File: src/rtl/edge_freq_meter.sv
// Gated edge counter: counts synchronized rising edges of sig_in over GATE_CYCLES clocks.
// Results register on the GATE->DONE edge with a one-cycle valid strobe; start ignored while busy.
module edge_freq_meter #(
  parameter int GATE_CYCLES = 16,
  parameter int CNT_W       = 8
) (
  input  logic             clk,
  input  logic             rst,
  input  logic             sig_in,
  input  logic             start,
  input  logic             cont,
  output logic [CNT_W-1:0] count,
  output logic             valid,
  output logic             ovf,
  output logic             busy
);

  localparam int GW = (GATE_CYCLES > 1) ? $clog2(GATE_CYCLES) : 1;
  localparam logic [GW-1:0]    GATE_LOAD = GW'(GATE_CYCLES - 1);
  localparam logic [CNT_W-1:0] CNT_MAX   = '1;

  typedef enum logic [1:0] {IDLE, GATE, DONE} state_t;

  state_t           state_q, state_d;
  logic             sync1_q, sync2_q, prev_q;
  logic             edge_det;
  logic [GW-1:0]    gate_q, gate_d;
  logic [CNT_W-1:0] cnt_q, cnt_d;
  logic [CNT_W-1:0] count_q, count_d;
  logic             ovf_int_q, ovf_int_d;
  logic             ovf_q, ovf_d;
  logic             valid_q, valid_d;

  // Edge detector runs in every state so a level settled before a window is never an edge.
  always_ff @(posedge clk) begin
    if (rst) begin
      sync1_q <= 1'b0;
      sync2_q <= 1'b0;
      prev_q  <= 1'b0;
    end else begin
      sync1_q <= sig_in;
      sync2_q <= sync1_q;
      prev_q  <= sync2_q;
    end
  end

  assign edge_det = sync2_q & ~prev_q;

  always_comb begin
    state_d   = state_q;
    gate_d    = gate_q;
    cnt_d     = cnt_q;
    ovf_int_d = ovf_int_q;
    count_d   = count_q;
    ovf_d     = ovf_q;
    valid_d   = 1'b0;
    case (state_q)
      IDLE: begin
        if (start) begin
          state_d   = GATE;
          gate_d    = GATE_LOAD;
          cnt_d     = '0;
          ovf_int_d = 1'b0;
        end
      end
      GATE: begin
        gate_d = gate_q - GW'(1);
        if (edge_det) begin
          if (cnt_q == CNT_MAX) ovf_int_d = 1'b1;
          else                  cnt_d     = cnt_q + CNT_W'(1);
        end
        // Publish the next-state totals so the final cycle's edge is included.
        if (gate_q == '0) begin
          state_d = DONE;
          count_d = cnt_d;
          ovf_d   = ovf_int_d;
          valid_d = 1'b1;
        end
      end
      DONE: begin
        if (cont) begin
          state_d   = GATE;
          gate_d    = GATE_LOAD;
          cnt_d     = '0;
          ovf_int_d = 1'b0;
        end else begin
          state_d = IDLE;
        end
      end
      default: state_d = IDLE;
    endcase
  end

  always_ff @(posedge clk) begin
    if (rst) begin
      state_q   <= IDLE;
      gate_q    <= '0;
      cnt_q     <= '0;
      ovf_int_q <= 1'b0;
      count_q   <= '0;
      ovf_q     <= 1'b0;
      valid_q   <= 1'b0;
    end else begin
      state_q   <= state_d;
      gate_q    <= gate_d;
      cnt_q     <= cnt_d;
      ovf_int_q <= ovf_int_d;
      count_q   <= count_d;
      ovf_q     <= ovf_d;
      valid_q   <= valid_d;
    end
  end

  assign count = count_q;
  assign ovf   = ovf_q;
  assign valid = valid_q;
  assign busy  = (state_q != IDLE);

endmodule

File: config.mk
export PLATFORM = sky130hd
export DESIGN_NAME = edge_freq_meter
export DESIGN_NICKNAME = d
export VERILOG_FILES = /design/src/rtl/edge_freq_meter.sv
export SDC_FILE = /design/constraint.sdc
export NUM_CORES = 1
export LEC_CHECK = 0
export BUFFER_PORTS_ARGS = -buffer_cell sky130_fd_sc_hd__clkbuf_2
export CORE_AREA = 2 2 48 95
export DETAILED_ROUTE_END_ITERATION = 16
export DIE_AREA = 0 0 50 97
export RECOVER_POWER = 100
export SYNTH_ARGS = -nofsm -noshare
export SYNTH_HDL_FRONTEND = slang
export SYNTH_SLANG_ARGS = --single-unit
File: constraint.sdc
create_clock -name clk -period 1.65 [get_ports clk]
set_input_delay 0.0825 -clock clk [delete_from_list [all_inputs] [get_ports clk]]
set_output_delay 0.0825 -clock clk [all_outputs]
set_load 0.01 [all_outputs]
Word-level counts from Yosys, hierarchy flattened:

Index checks and enable logic that the tools add are counted.

* mux-type cells: 18
* add/subtract/negate cells: 2
* equal/unequal tests: 6
* reductions and logical operators: 8
* bitwise operators: 3

Operators with widths (number)
* 8-bit two-way mux: 4
* 8-bit one-hot mux with 3 select lines: 1
* 4-bit one-hot mux with 3 select lines: 1
* 8-bit by 1-bit adder with 8-bit output (second input constant): 1
* 8-bit equality test (second input constant): 1
* 4-bit two-way mux: 2
* 1-bit two-way mux: 6
* 2-bit != test (second input constant): 3
* 2-bit one-hot mux with 3 select lines: 1
* 4-bit zero test: 1
* 2-bit two-way mux: 2
* 2-bit AND reduction: 2
* 4-bit by 1-bit subtractor with 4-bit output (second input constant): 1
* 1-bit one-hot mux with 3 select lines: 1
* 3-bit AND reduction: 1
* 3-bit nonzero test: 1
* 2-bit by 1-bit equality test with 1-bit output (second input constant): 1
* 2-bit equality test (second input constant): 1
* 2-bit zero test: 1
* 1-bit NOT: 2
* 2-bit nonzero test: 1
* 2-bit OR reduction: 1
* 1-bit AND: 1

* register bits: 28
* output and inout port bits: 11
* logic and storage cells: 47

Longest topological paths before layout:

Gate-level depths: netlist (run 1).

* word-level depth: 4
* depth in mapped cells: 7
* gate-level depth less buffers: 6

Worst setup path before layout (run 1):

Ideal clock, no wire load.

* kind: reg2reg
* from: reg gate_q[0]
* to: reg count_q[5] (netlist: count[5])
* path slack: 147 ps
* setup time: 79 ps
* arrival: 1424 ps
* required time: 1571 ps
* period minus slack after synthesis: 1503 ps
* stages on the path, launching flop included: 8
* path through: dfxtp_1 inv_1 ha_1 or3b_4 nor2_4 buf_6 nor2_1 a211oi_2

* word-level cells in the longest chain between the ends: 2

Ends and longest elaborated chain
* start: declaration: RTL line 27 `logic [GW-1:0] gate_q, gate_d;`
* start signal: assignment: RTL line 105 `gate_q <= gate_d;`
* 4-bit zero test: RTL line 73 `if (gate_q == '0) begin`
* 2-bit AND reduction (no line)
* end signal: assignment: RTL line 108 `count_q <= count_d;`
* end: declaration: RTL line 29 `logic [CNT_W-1:0] count_q, count_d;`

Every way passes these cells.
A chain may end at the register's enable or synchronous reset.

Worst setup path after layout (run 1):

* from: reg gate_q[1]
* to: reg count_q[3] (netlist: count[3])

Same word-level chain as after synthesis.

==> summary.txt, run 1 <==
Run status
  – Result of the run: complete, no violations

Routing
  – Number of design rule violations left after detail routing: 0
  – Post-DR vias/cell: between 5 and 6
  – Post-DR wirelength/cell: 14.3 microns
  – Detailed-route wire length: 3.28 mm
  – Number of detailed-route iterations in the first pass: 6
  – Residual antenna-violating net count after detailed routing: 0
  – DR vias: between 1000 and 1500
  – Starting DRC count in detailed routing: 26

Final layout
  – Area growth from synthesis to layout: 18.2%
  – Filler Cells Inserted: just over 400
  – Multi-input logic area: between 800 and 900 sq um
  – Sequential cell area in the final layout: 561 sq um
  – Most common cell after layout, fill and taps aside: sky130_fd_sc_hd__dfxtp_1
  – Share of final-layout standard cells stronger than drive strength 1: 0.254
  – Number of antenna cells inserted: 0
  – Most frequent cells in the layout: sky130_fd_sc_hd__dfxtp_1, sky130_fd_sc_hd__nor2_1, sky130_fd_sc_hd__a21oi_1, sky130_fd_sc_hd__buf_4, sky130_fd_sc_hd__clkbuf_1
  – Total number of nets in the final design: ~190
  – Final core area utilization: 0.405
  – Final std cell area, no fill: approximately 1700 sq um

Worst setup path
  – Capturing element type of the critical path: flip-flop
  – Worst EP required: approximately 1.9 ns
  – Maximum fanout encountered on the critical timing path: 5
  – Signal arrival time at the worst endpoint: between 1.5 and 2 ns
  – Critical path start-end classification: reg2reg
  – Sort of element at the start of the critical path: flip-flop

Clock network
  – CTS tree: yes
  – Post-CTS clock slew at the launch and capture registers of the worst setup and hold paths: ~0.1 ns
  – Clk Latency, worst-skew pair: roughly 0.28 ns
  – Maximum buffer depth of the clock tree: 2
  – TritonCTS buffer count: 3
  – Clock sink count: 28
  – Number of hold buffers added after cts: 0
  – Root Driver: sky130_fd_sc_hd__clkbuf_8
  – Htree depth: 1

Synthesis
  – Cells after Synth: 152
  – Proportion of synthesized chip area in sequential cells: 0.400
  – Synthesis-stage register bit count: 28
  – Dominant synthesized flop cell: sky130_fd_sc_hd__dfxtp_1
  – Synth Area per Inst: 9.22 sq um
  – Fraction of synthesized cell area in xor and xnor cells: 0.0250
  – Compound-Gate Fraction of Synth Area: 0.224
  – Post-synthesis cell type count: 49
  – Asr flop ratio synth: 0
  – Mux cell area share after synthesis: 0.0223
  – Yosys Warn Count: 0
  – Area share of fa/ha/maj cells after synthesis: 0.0179
  – Net count after synthesis: around 160
  – Main combinational cell family by area after synthesis: simple AND/OR/NAND/NOR gates
  – Syn Std Cell Area: approximately 1400 sq um
  – Post-synth EDFFs: 0
  – Post-synthesis simple-gate area fraction: 0.270

GRT
  – Number of global-route vias before repair: about 1200
  – First-pass GRT wire length: about 5.5 mm
  – Number of antenna violations at the first check in global routing: 0
  – GRT Resource Usage Total: 0.145
  – Leftover overflow at the end of global routing: 0
  – Pin count of the biggest net entering global routing: 16

Floorplanning
  – Vertical extent of the die: ~97 microns
  – Number of primary I/O pins: 16
  – Core ar.: approximately 4100 sq um
  – Initial core utilization: 0.343
  – Std-Cell Rows: 33
  – Chip width: approximately 50 microns
  – Die Footprint: just under 5000 sq um

Timing
  – Worst Clk Skew: between 0.005 and 0.006 ns
  – RSZ-0062 raised after global routing: true
  – Maximum operating frequency: between 0.6 and 0.7 GHz
  – Period minus WS final: roughly 1.6 ns
  – Crit share post-route: 0.974
  – Relative slew margins: 0.722
  – Final max-slew violation count: 0
  – Post-route worst hold slack: about 0.020 ns
  – Final Hold Violating Endpoints: 0
  – Final setup fails: 0
  – Slew of the pin with the lowest slew margin: a little over 0.4 ns

Power and ir drop
  – Power, Total: 1480 uW
  – Power density over cell area: ~890 nW/um^2
  – Maximum vdd ir drop: around 560 uV
  – Leakage power figure: 0.000617 uW

Place
  – HPWL reported at the end of detailed placement: around 2.6 mm
  – Area of placed instances: 1570 sq um
  – Count of buffers inserted at the top-level ports: 15
  – Gp weighted congestion: around 0.9

Hold path
  – Worst min-delay path category: in2reg

Run
  – Max Cap Viol: 0
==> flip-flops by register name, indices dropped and copies added, names as in the netlist <==
| register | count |
|---|---|
| gate_q | 4 |
| count | 8 |
| sync2_q | 1 |
| valid | 1 |
| ovf_int_q | 1 |
| sync1_q | 1 |
| ovf | 1 |
| prev_q | 1 |
| state_q | 2 |
| cnt_q | 8 |
==> final cells by class <==
type | count | share of cell area
timing repair buffer | 27 | 0.0944
tap | 52 | 0.0393
clock buffer | 4 | 0.0332
multi-input combinational | 114 | 0.486
sequential | 28 | 0.338
inverter | 4 | 0.00906
==> report_power, final <==
part           switching, uW  internal (uW)  total (uW)  leakage, uW
clock network            218            214         432    0.0000288
registers               29.7            718         748     0.000228
logic                    164            137         300     0.000360
==> cells in the mapped netlist, types with 3 or more instances <==
cell type                  count  area, sq um
sky130_fd_sc_hd__nor2_1       15         56.3
sky130_fd_sc_hd__o211ai_1      3         22.5
sky130_fd_sc_hd__inv_1         4         15.0
sky130_fd_sc_hd__a211oi_2      3         37.5
sky130_fd_sc_hd__a211oi_1      3         22.5
sky130_fd_sc_hd__nor3_1        7         35.0
sky130_fd_sc_hd__nand2_1       8         30.0
sky130_fd_sc_hd__nor2b_1       6         37.5
sky130_fd_sc_hd__nand2b_1      5         31.3
sky130_fd_sc_hd__xnor2_1       3         26.3
sky130_fd_sc_hd__a31oi_1       4         25.0
sky130_fd_sc_hd__a21oi_1      11         55.1
sky130_fd_sc_hd__dfxtp_1      28          561
sky130_fd_sc_hd__buf_4         3         22.5
sky130_fd_sc_hd__or2_2         3         18.8
sky130_fd_sc_hd__nand3_1       3         15.0
sky130_fd_sc_hd__o21ai_0       5         25.0
==> stage by stage <==
stage           TNS, ns  std cells  setup WS [ns]
2_1_floorplan         0        152          0.147
3_3_place_gp    -0.0145        222        -0.0145
3_5_place_dp    -0.0775        222        -0.0448
4_1_cts               0        228         0.0134
5_1_grt        -0.00134        229       -0.00134
6_report              0        229         0.0432
==> worst max-delay path, stage by stage, from the launching register on <==
cell,delay (ns)
sky130_fd_sc_hd__dfxtp_1,0.33
sky130_fd_sc_hd__inv_1,0.07
sky130_fd_sc_hd__ha_2,0.18
sky130_fd_sc_hd__or3b_4,0.43
sky130_fd_sc_hd__nor2_4,0.12
sky130_fd_sc_hd__buf_4,0.14
sky130_fd_sc_hd__nor2_1,0.05
sky130_fd_sc_hd__a311oi_2,0.21
==> final timing paths <==
path,slack [ns],cells after the start,start,end
setup reg to reg,0.04,7,gate_q[1]$_SDFFE_PP0P_,count[3]$_SDFFE_PP0P_
hold / removal,0.02,2,sig_in,sync1_q$_SDFF_PP0_
setup / recovery,0.04,7,gate_q[1]$_SDFFE_PP0P_,count[3]$_SDFFE_PP0P_
hold reg to reg,0.46,1,sync1_q$_SDFF_PP0_,sync2_q$_SDFF_PP0_
==> timing repair <==
item,4_1_cts,5_1_grt
setup endpoints to repair,4,5
resized for setup,2,4
buffers inserted,2,1
pin swaps,1,0
==> kinds of logic after synthesis <==
family | Yosys count
AO/OA/AOI/OAI | 42
XOR/XNOR | 4
adder cells (fa/ha/maj) | 2
buffers and inverters | 10
flip-flops | 28
multiplexers | 3
AND/OR/NAND/NOR | 63
==> per-layer routing <==
metal,track usage,part of all wire
met5,0,0
met4,0.0962,0.047
met3,0.0154,0.021
met2,0.263,0.56
met1,0.147,0.37
Note: power is estimated with default switching activity, not from simulation.
==> run 2: changes to the inputs <==
--- a/config.mk
+++ b/config.mk
@@ -6,9 +6,12 @@
 export NUM_CORES = 1
 export LEC_CHECK = 0
 export BUFFER_PORTS_ARGS = -buffer_cell sky130_fd_sc_hd__clkbuf_2
+export CELL_PAD_IN_SITES_DETAIL_PLACEMENT = 0
+export CELL_PAD_IN_SITES_GLOBAL_PLACEMENT = 1
 export CORE_AREA = 2 2 48 95
 export DETAILED_ROUTE_END_ITERATION = 16
 export DIE_AREA = 0 0 50 97
+export PLACE_DENSITY_LB_ADDON = 0.1
 export RECOVER_POWER = 100
 export SYNTH_ARGS = -nofsm -noshare
 export SYNTH_HDL_FRONTEND = slang
==> run 2 against run 1 <==
Effect of this change:
- global-route usage up 1.4 points
- first-iteration DRC count decreased by 19%
- non-clock buffer count grew 4
- final area rose by 3.2%
==> summary.txt, run 2 (synthesis results as in run 1) <==
Clock network
  – Maximum buffer depth of the clock tree: 2
  – Clock sink count: 28
  – Post-CTS clock slew at the launch and capture registers of the worst setup and hold paths: around 0.10 ns
  – CTS tree: yes
  – Clk Latency, worst-skew pair: about 0.28 ns
  – TritonCTS buffer count: 3
  – Htree depth: 1
  – Root Driver: sky130_fd_sc_hd__clkbuf_8

Place
  – Gp weighted congestion: just under 0.8
  – Count of buffers inserted at the top-level ports: 15
  – HPWL reported at the end of detailed placement: 2.77 mm
  – Area of placed instances: approximately 1600 sq um

Routing
  – Post-DR vias/cell: 5.25
  – Number of design rule violations left after detail routing: 0
  – Starting DRC count in detailed routing: 21
  – Residual antenna-violating net count after detailed routing: 0
  – Detailed-route wire length: between 3 and 4 mm
  – Number of detailed-route iterations in the first pass: 4
  – DR vias: between 1000 and 1500
  – Post-DR wirelength/cell: between 15 and 20 microns

Run status
  – Result of the run: complete, no violations

GRT
  – GRT Resource Usage Total: 0.159
  – Number of antenna violations at the first check in global routing: 0
  – Pin count of the biggest net entering global routing: 17
  – Number of global-route vias before repair: between 1000 and 1500
  – Leftover overflow at the end of global routing: 0
  – First-pass GRT wire length: 5.76 mm

Final layout
  – Filler Cells Inserted: around 420
  – Share of final-layout standard cells stronger than drive strength 1: 0.289
  – Final core area utilization: 0.418
  – Total number of nets in the final design: 189
  – Area growth from synthesis to layout: 22.0%
  – Final std cell area, no fill: ~1700 sq um
  – Most frequent cells in the layout: sky130_fd_sc_hd__dfxtp_1, sky130_fd_sc_hd__nor2_1, sky130_fd_sc_hd__buf_4
  – Most common cell after layout, fill and taps aside: sky130_fd_sc_hd__dfxtp_1
  – Number of antenna cells inserted: 0
  – Multi-input logic area: approximately 800 sq um
  – Sequential cell area in the final layout: about 560 sq um

Timing
  – Worst Clk Skew: 0.00755 ns
  – Final Hold Violating Endpoints: 0
  – Final max-slew violation count: 0
  – Period minus WS final: ~1.6 ns
  – Final setup fails: 0
  – Crit share post-route: 0.978
  – Slew of the pin with the lowest slew margin: around 0.47 ns
  – Maximum operating frequency: 0.620 GHz
  – Post-route worst hold slack: roughly 0.028 ns
  – Setup total negative slack: 0 ns
  – Relative slew margins: 0.686

Worst setup path
  – Sort of element at the start of the critical path: flip-flop
  – Signal arrival time at the worst endpoint: approximately 1.8 ns
  – Capturing element type of the critical path: flip-flop
  – Critical path start-end classification: reg2reg
  – Worst EP required: 1.82 ns
  – Launching element of the worst setup path: gate_q[1]$_SDFFE_PP0P_
  – Reg-to-reg startpoint: gate_q[1]$_SDFFE_PP0P_
  – Maximum fanout encountered on the critical timing path: 5

Floorplanning
  – Number of primary I/O pins: 16
  – Core ar.: ~4000 sq um
  – Chip width: about 50 microns
  – Initial core utilization: 0.343
  – Vertical extent of the die: 97 microns
  – Std-Cell Rows: 33
  – Die Footprint: between 4000 and 5000 sq um

Hold path
  – Worst min-delay path category: in2reg
  – Start point of the worst hold path: sig_in

Power and ir drop
  – Maximum vdd ir drop: roughly 490 uV
  – Leakage power figure: ~0.00063 uW
  – Power density over cell area: 863 nW/um^2

Run
  – Max Cap Viol: 0
[run 2: changes by cell type in the layout (fill, tap and decap cells not counted), moves of 2 or more]
cell,before,now
sky130_fd_sc_hd__inv_1,4,2
sky130_fd_sc_hd__buf_4,11,14
sky130_fd_sc_hd__inv_2,0,2
sky130_fd_sc_hd__dfxtp_1,28,26
sky130_fd_sc_hd__dfxtp_2,0,2
[run 2: cell type report]
| class | instances | area share |
|---|---|---|
| timing repair buffer | 31 | 0.124 |
| tap | 52 | 0.0381 |
| multi-input combinational | 114 | 0.475 |
| sequential | 28 | 0.329 |
| clock buffer | 3 | 0.0242 |
| inverter | 4 | 0.00878 |
[run 2: worst paths after layout]
path,end,depth (start not counted),slack (ns)
max,count[0]$_SDFFE_PP0P_,7,0.04
min,sync1_q$_SDFF_PP0_,2,0.03
max reg2reg,count[0]$_SDFFE_PP0P_,7,0.04
min reg2reg,sync2_q$_SDFF_PP0_,1,0.44
[run 2: repair_timing]
item                                    in CTS  in global routing
endpoints found under the setup margin       0                  8
hold buffers                                 0                  0
gates resized for setup                      0                  9
buffers inserted                             0                  3
[run 2: power breakdown]
part | internal (uW) | switching [uW] | total [uW]
Clock | 164 | 212 | 376
Sequential | 720 | 30.6 | 750
Combinational | 167 | 182 | 348
Total | 1050 | 424 | 1470
[run 2: worst max-delay path: stages, from the launching register on]
cell and delay (ns):
sky130_fd_sc_hd__dfxtp_2 0.33, sky130_fd_sc_hd__inv_2 0.06, sky130_fd_sc_hd__ha_4 0.13, sky130_fd_sc_hd__or3b_4 0.43, sky130_fd_sc_hd__nor2_4 0.22, sky130_fd_sc_hd__clkbuf_16 0.19, sky130_fd_sc_hd__buf_4 0.10, sky130_fd_sc_hd__a211oi_2 0.04
[run 2: metrics by stage]
| step | setup WS, ns | cells | power (uW) |
|---|---|---|---|
| 6_report | 0.0362 | 232 | 1470 |
| 5_1_grt | -0.0119 | 232 | 1560 |
| 4_1_cts | 0.0248 | 228 | 1450 |
| 3_5_place_dp | 0.0521 | 225 | 1070 |
| 3_3_place_gp | 0.0865 | 225 | 1070 |
| 2_1_floorplan | 0.147 | 152 | 958 |
[run 2: per-layer routing]
layer	vias to the layer above	GRT usage	wire, microns	part of all wire
met5	-	0	0	0
met4	0	0.0897	109	0.030
met3	8	0.0185	53	0.014
met2	14	0.298	2180	0.59
met1	596	0.158	1330	0.36
li1	600	-	-	-
==> run 3: changes to the inputs <==
--- a/config.mk
+++ b/config.mk
@@ -5,7 +5,7 @@
 export SDC_FILE = /design/constraint.sdc
 export NUM_CORES = 1
 export LEC_CHECK = 0
-export BUFFER_PORTS_ARGS = -buffer_cell sky130_fd_sc_hd__clkbuf_2
+export BUFFER_PORTS_ARGS = -buffer_cell sky130_fd_sc_hd__buf_2
 export CELL_PAD_IN_SITES_DETAIL_PLACEMENT = 0
 export CELL_PAD_IN_SITES_GLOBAL_PLACEMENT = 1
 export CORE_AREA = 2 2 48 95
==> run 3 against run 2 <==
Effect of this change:
- die area is the same
- critical path depth is the same
- sequential power is essentially flat
- utilization shrank 0.52 points
- worst hold slack lost 0.023 ns
- non-clock buffer count is the same
- final area shrank 1.2%
- setup slack lost 0.0069 ns
- count of clock-buffer cells in the layout grew 1
- largest cell class unchanged
- largest power group unchanged
- critical endpoint is now count[2]$_SDFFE_PP0P_
- via count grew 0.41%
- clock power grew 20%
==> summary.txt, run 3 (synthesis results as in run 1) <==
Clock network
  – Clock sink count: 28
  – Maximum buffer depth of the clock tree: 2
  – CTS tree: yes
  – Number of hold buffers added after cts: 0
  – Clk Latency, worst-skew pair: about 0.29 ns
  – Htree depth: 1
  – Post-CTS clock slew at the launch and capture registers of the worst setup and hold paths: about 0.1 ns
  – TritonCTS buffer count: 3
  – Root Driver: sky130_fd_sc_hd__clkbuf_8

Timing
  – Period minus WS final: 1.62 ns
  – Final Hold Violating Endpoints: 0
  – Relative slew margins: 0.676
  – Crit share post-route: 0.982
  – Post-route worst hold slack: between 0.005 and 0.006 ns
  – Maximum operating frequency: slightly above 0.6 GHz
  – RSZ-0062 raised after global routing: true
  – Slew of the pin with the lowest slew margin: 0.485 ns
  – Setup total negative slack: 0 ns
  – Final max-slew violation count: 0
  – Final setup fails: 0
  – Worst Clk Skew: 0.00523 ns

Floorplanning
  – Std-Cell Rows: 33
  – Core ar.: 4090 sq um
  – Number of primary I/O pins: 16
  – Initial core utilization: 0.343
  – Vertical extent of the die: 97 microns
  – Die Footprint: between 4000 and 5000 sq um
  – Chip width: ~50 microns

Final layout
  – Most frequent cells in the layout: sky130_fd_sc_hd__dfxtp_1, sky130_fd_sc_hd__nor2_1, sky130_fd_sc_hd__buf_4
  – Final std cell area, no fill: ~1700 sq um
  – Total number of nets in the final design: 189
  – Most common cell after layout, fill and taps aside: sky130_fd_sc_hd__dfxtp_1
  – Share of final-layout standard cells stronger than drive strength 1: 0.271
  – Number of antenna cells inserted: 0
  – Final Non-Filler Cells: roughly 230
  – Area growth from synthesis to layout: 20.4%

Worst setup path
  – Capturing element type of the critical path: flip-flop
  – Launching element of the worst setup path: gate_q[0]$_SDFFE_PP0P_
  – Capture point of the worst reg-to-reg path: count[2]$_SDFFE_PP0P_
  – Signal arrival time at the worst endpoint: ~1.9 ns
  – Worst setup path end: count[2]$_SDFFE_PP0P_
  – Delay contributed by the slowest stage of the critical path: approximately 0.41 ns
  – Worst EP required: between 1.5 and 2 ns
  – Maximum fanout encountered on the critical timing path: 7
  – Reg-to-reg startpoint: gate_q[0]$_SDFFE_PP0P_
  – Critical path start-end classification: reg2reg
  – Number of cells on the worst reg-to-reg path: 7
  – Sort of element at the start of the critical path: flip-flop
  – Ordered cell list for the critical path: inv_1 > ha_4 > or3b_4 > nor2_4 > buf_12 > o211ai_1 > a21oi_1
  – Master of the slowest instance on the critical path: sky130_fd_sc_hd__or3b_4
  – Setup slack on the worst flop-to-flop path: 0.03 ns

Place
  – Count of buffers inserted at the top-level ports: 15
  – HPWL reported at the end of detailed placement: 2.76 mm
  – Gp weighted congestion: 0.793
  – Area of placed instances: approximately 1600 sq um
  – DP Cell Count: roughly 230

Power and ir drop
  – Leakage power figure: ~0.00062 uW
  – Power density over cell area: about 900 nW/um^2
  – Power, Total: about 1500 uW
  – Maximum vdd ir drop: approximately 600 uV

Routing
  – Post-DR vias/cell: roughly 5.2
  – Detailed-route wire length: roughly 3.6 mm
  – Number of design rule violations left after detail routing: 0
  – Starting DRC count in detailed routing: 26
  – Number of detailed-route iterations in the first pass: 4
  – DR vias: 1223
  – Post-DR wirelength/cell: between 15 and 20 microns
  – Residual antenna-violating net count after detailed routing: 0

Hold path
  – Worst min-delay path category: in2reg

GRT
  – Number of global-route vias before repair: roughly 1200
  – Leftover overflow at the end of global routing: 0
  – First-pass GRT wire length: around 6.0 mm
  – Number of antenna violations at the first check in global routing: 0
  – Pin count of the biggest net entering global routing: 24
  – GRT Resource Usage Total: 0.161

Run
  – Max Cap Viol: 0

Run status
  – Result of the run: complete, no violations
[run 3: report_power, final]
part | total, uW | switching [uW] | internal (uW)
clock network | 453 | 239 | 215
logic | 323 | 174 | 149
registers | 751 | 31.2 | 720
total | 1530 | 444 | 1080
[run 3: worst max-delay path: cells and delay by family, from the launching register on]
family	cells	cell delay, ns
AND/OR/NAND/NOR	2	0.64
flip-flops	1	0.33
buffers and inverters	2	0.23
adder cells (fa/ha/maj)	1	0.13
AO/OA/AOI/OAI	2	0.22
[run 3: area by class of cell]
cell class / instances / area [sq um]
Tap cell: 52 / 65.1
Sequential cell: 28 / 563
Timing Repair Buffer: 31 / 194
Multi-Input combinational cell: 114 / 796
Fill cell: 422 / 2400
Inverter: 4 / 15.0
Clock buffer: 4 / 55.1
[run 3: worst min path at each step]
stage               slack (ns)  depth (start not counted)                       to  startpoint
global route              0.04                          2       sync1_q$_SDFF_PP0_      sig_in
finish                   0.006                          2       sync1_q$_SDFF_PP0_      sig_in
CTS                      0.009                          2       sync1_q$_SDFF_PP0_      sig_in
detailed placement        0.31                          2       sync1_q$_SDFF_PP0_      sig_in
global placement          0.30                          2       sync1_q$_SDFF_PP0_      sig_in
floorplan                 0.17                          1  state_q[1]$_SDFFE_PP0P_         rst
[run 3: metrics by stage]
stage	setup slack, ns	utilization
after detailed placement	0.0107	0.395
after floorplan	0.147	-
after CTS	0.0110	0.409
after global placement	0.0691	0.395
after global routing	-0.0640	0.413
final	0.0293	0.413
[run 3: metal layers]
metal	global-route usage	wire length, microns	vias up
li1	-	-	607
met1	0.172	1420	589
met2	0.282	1960	16
met3	0.0216	75	11
met4	0.100	129	0
met5	0	0	-
[run 3: what timing repair did]
item / 4_1_cts / 5_1_grt
pin swaps: 1 / 5
setup buffers: 0 / 2
resized for setup: 0 / 5
endpoints found under the setup margin: 1 / 7
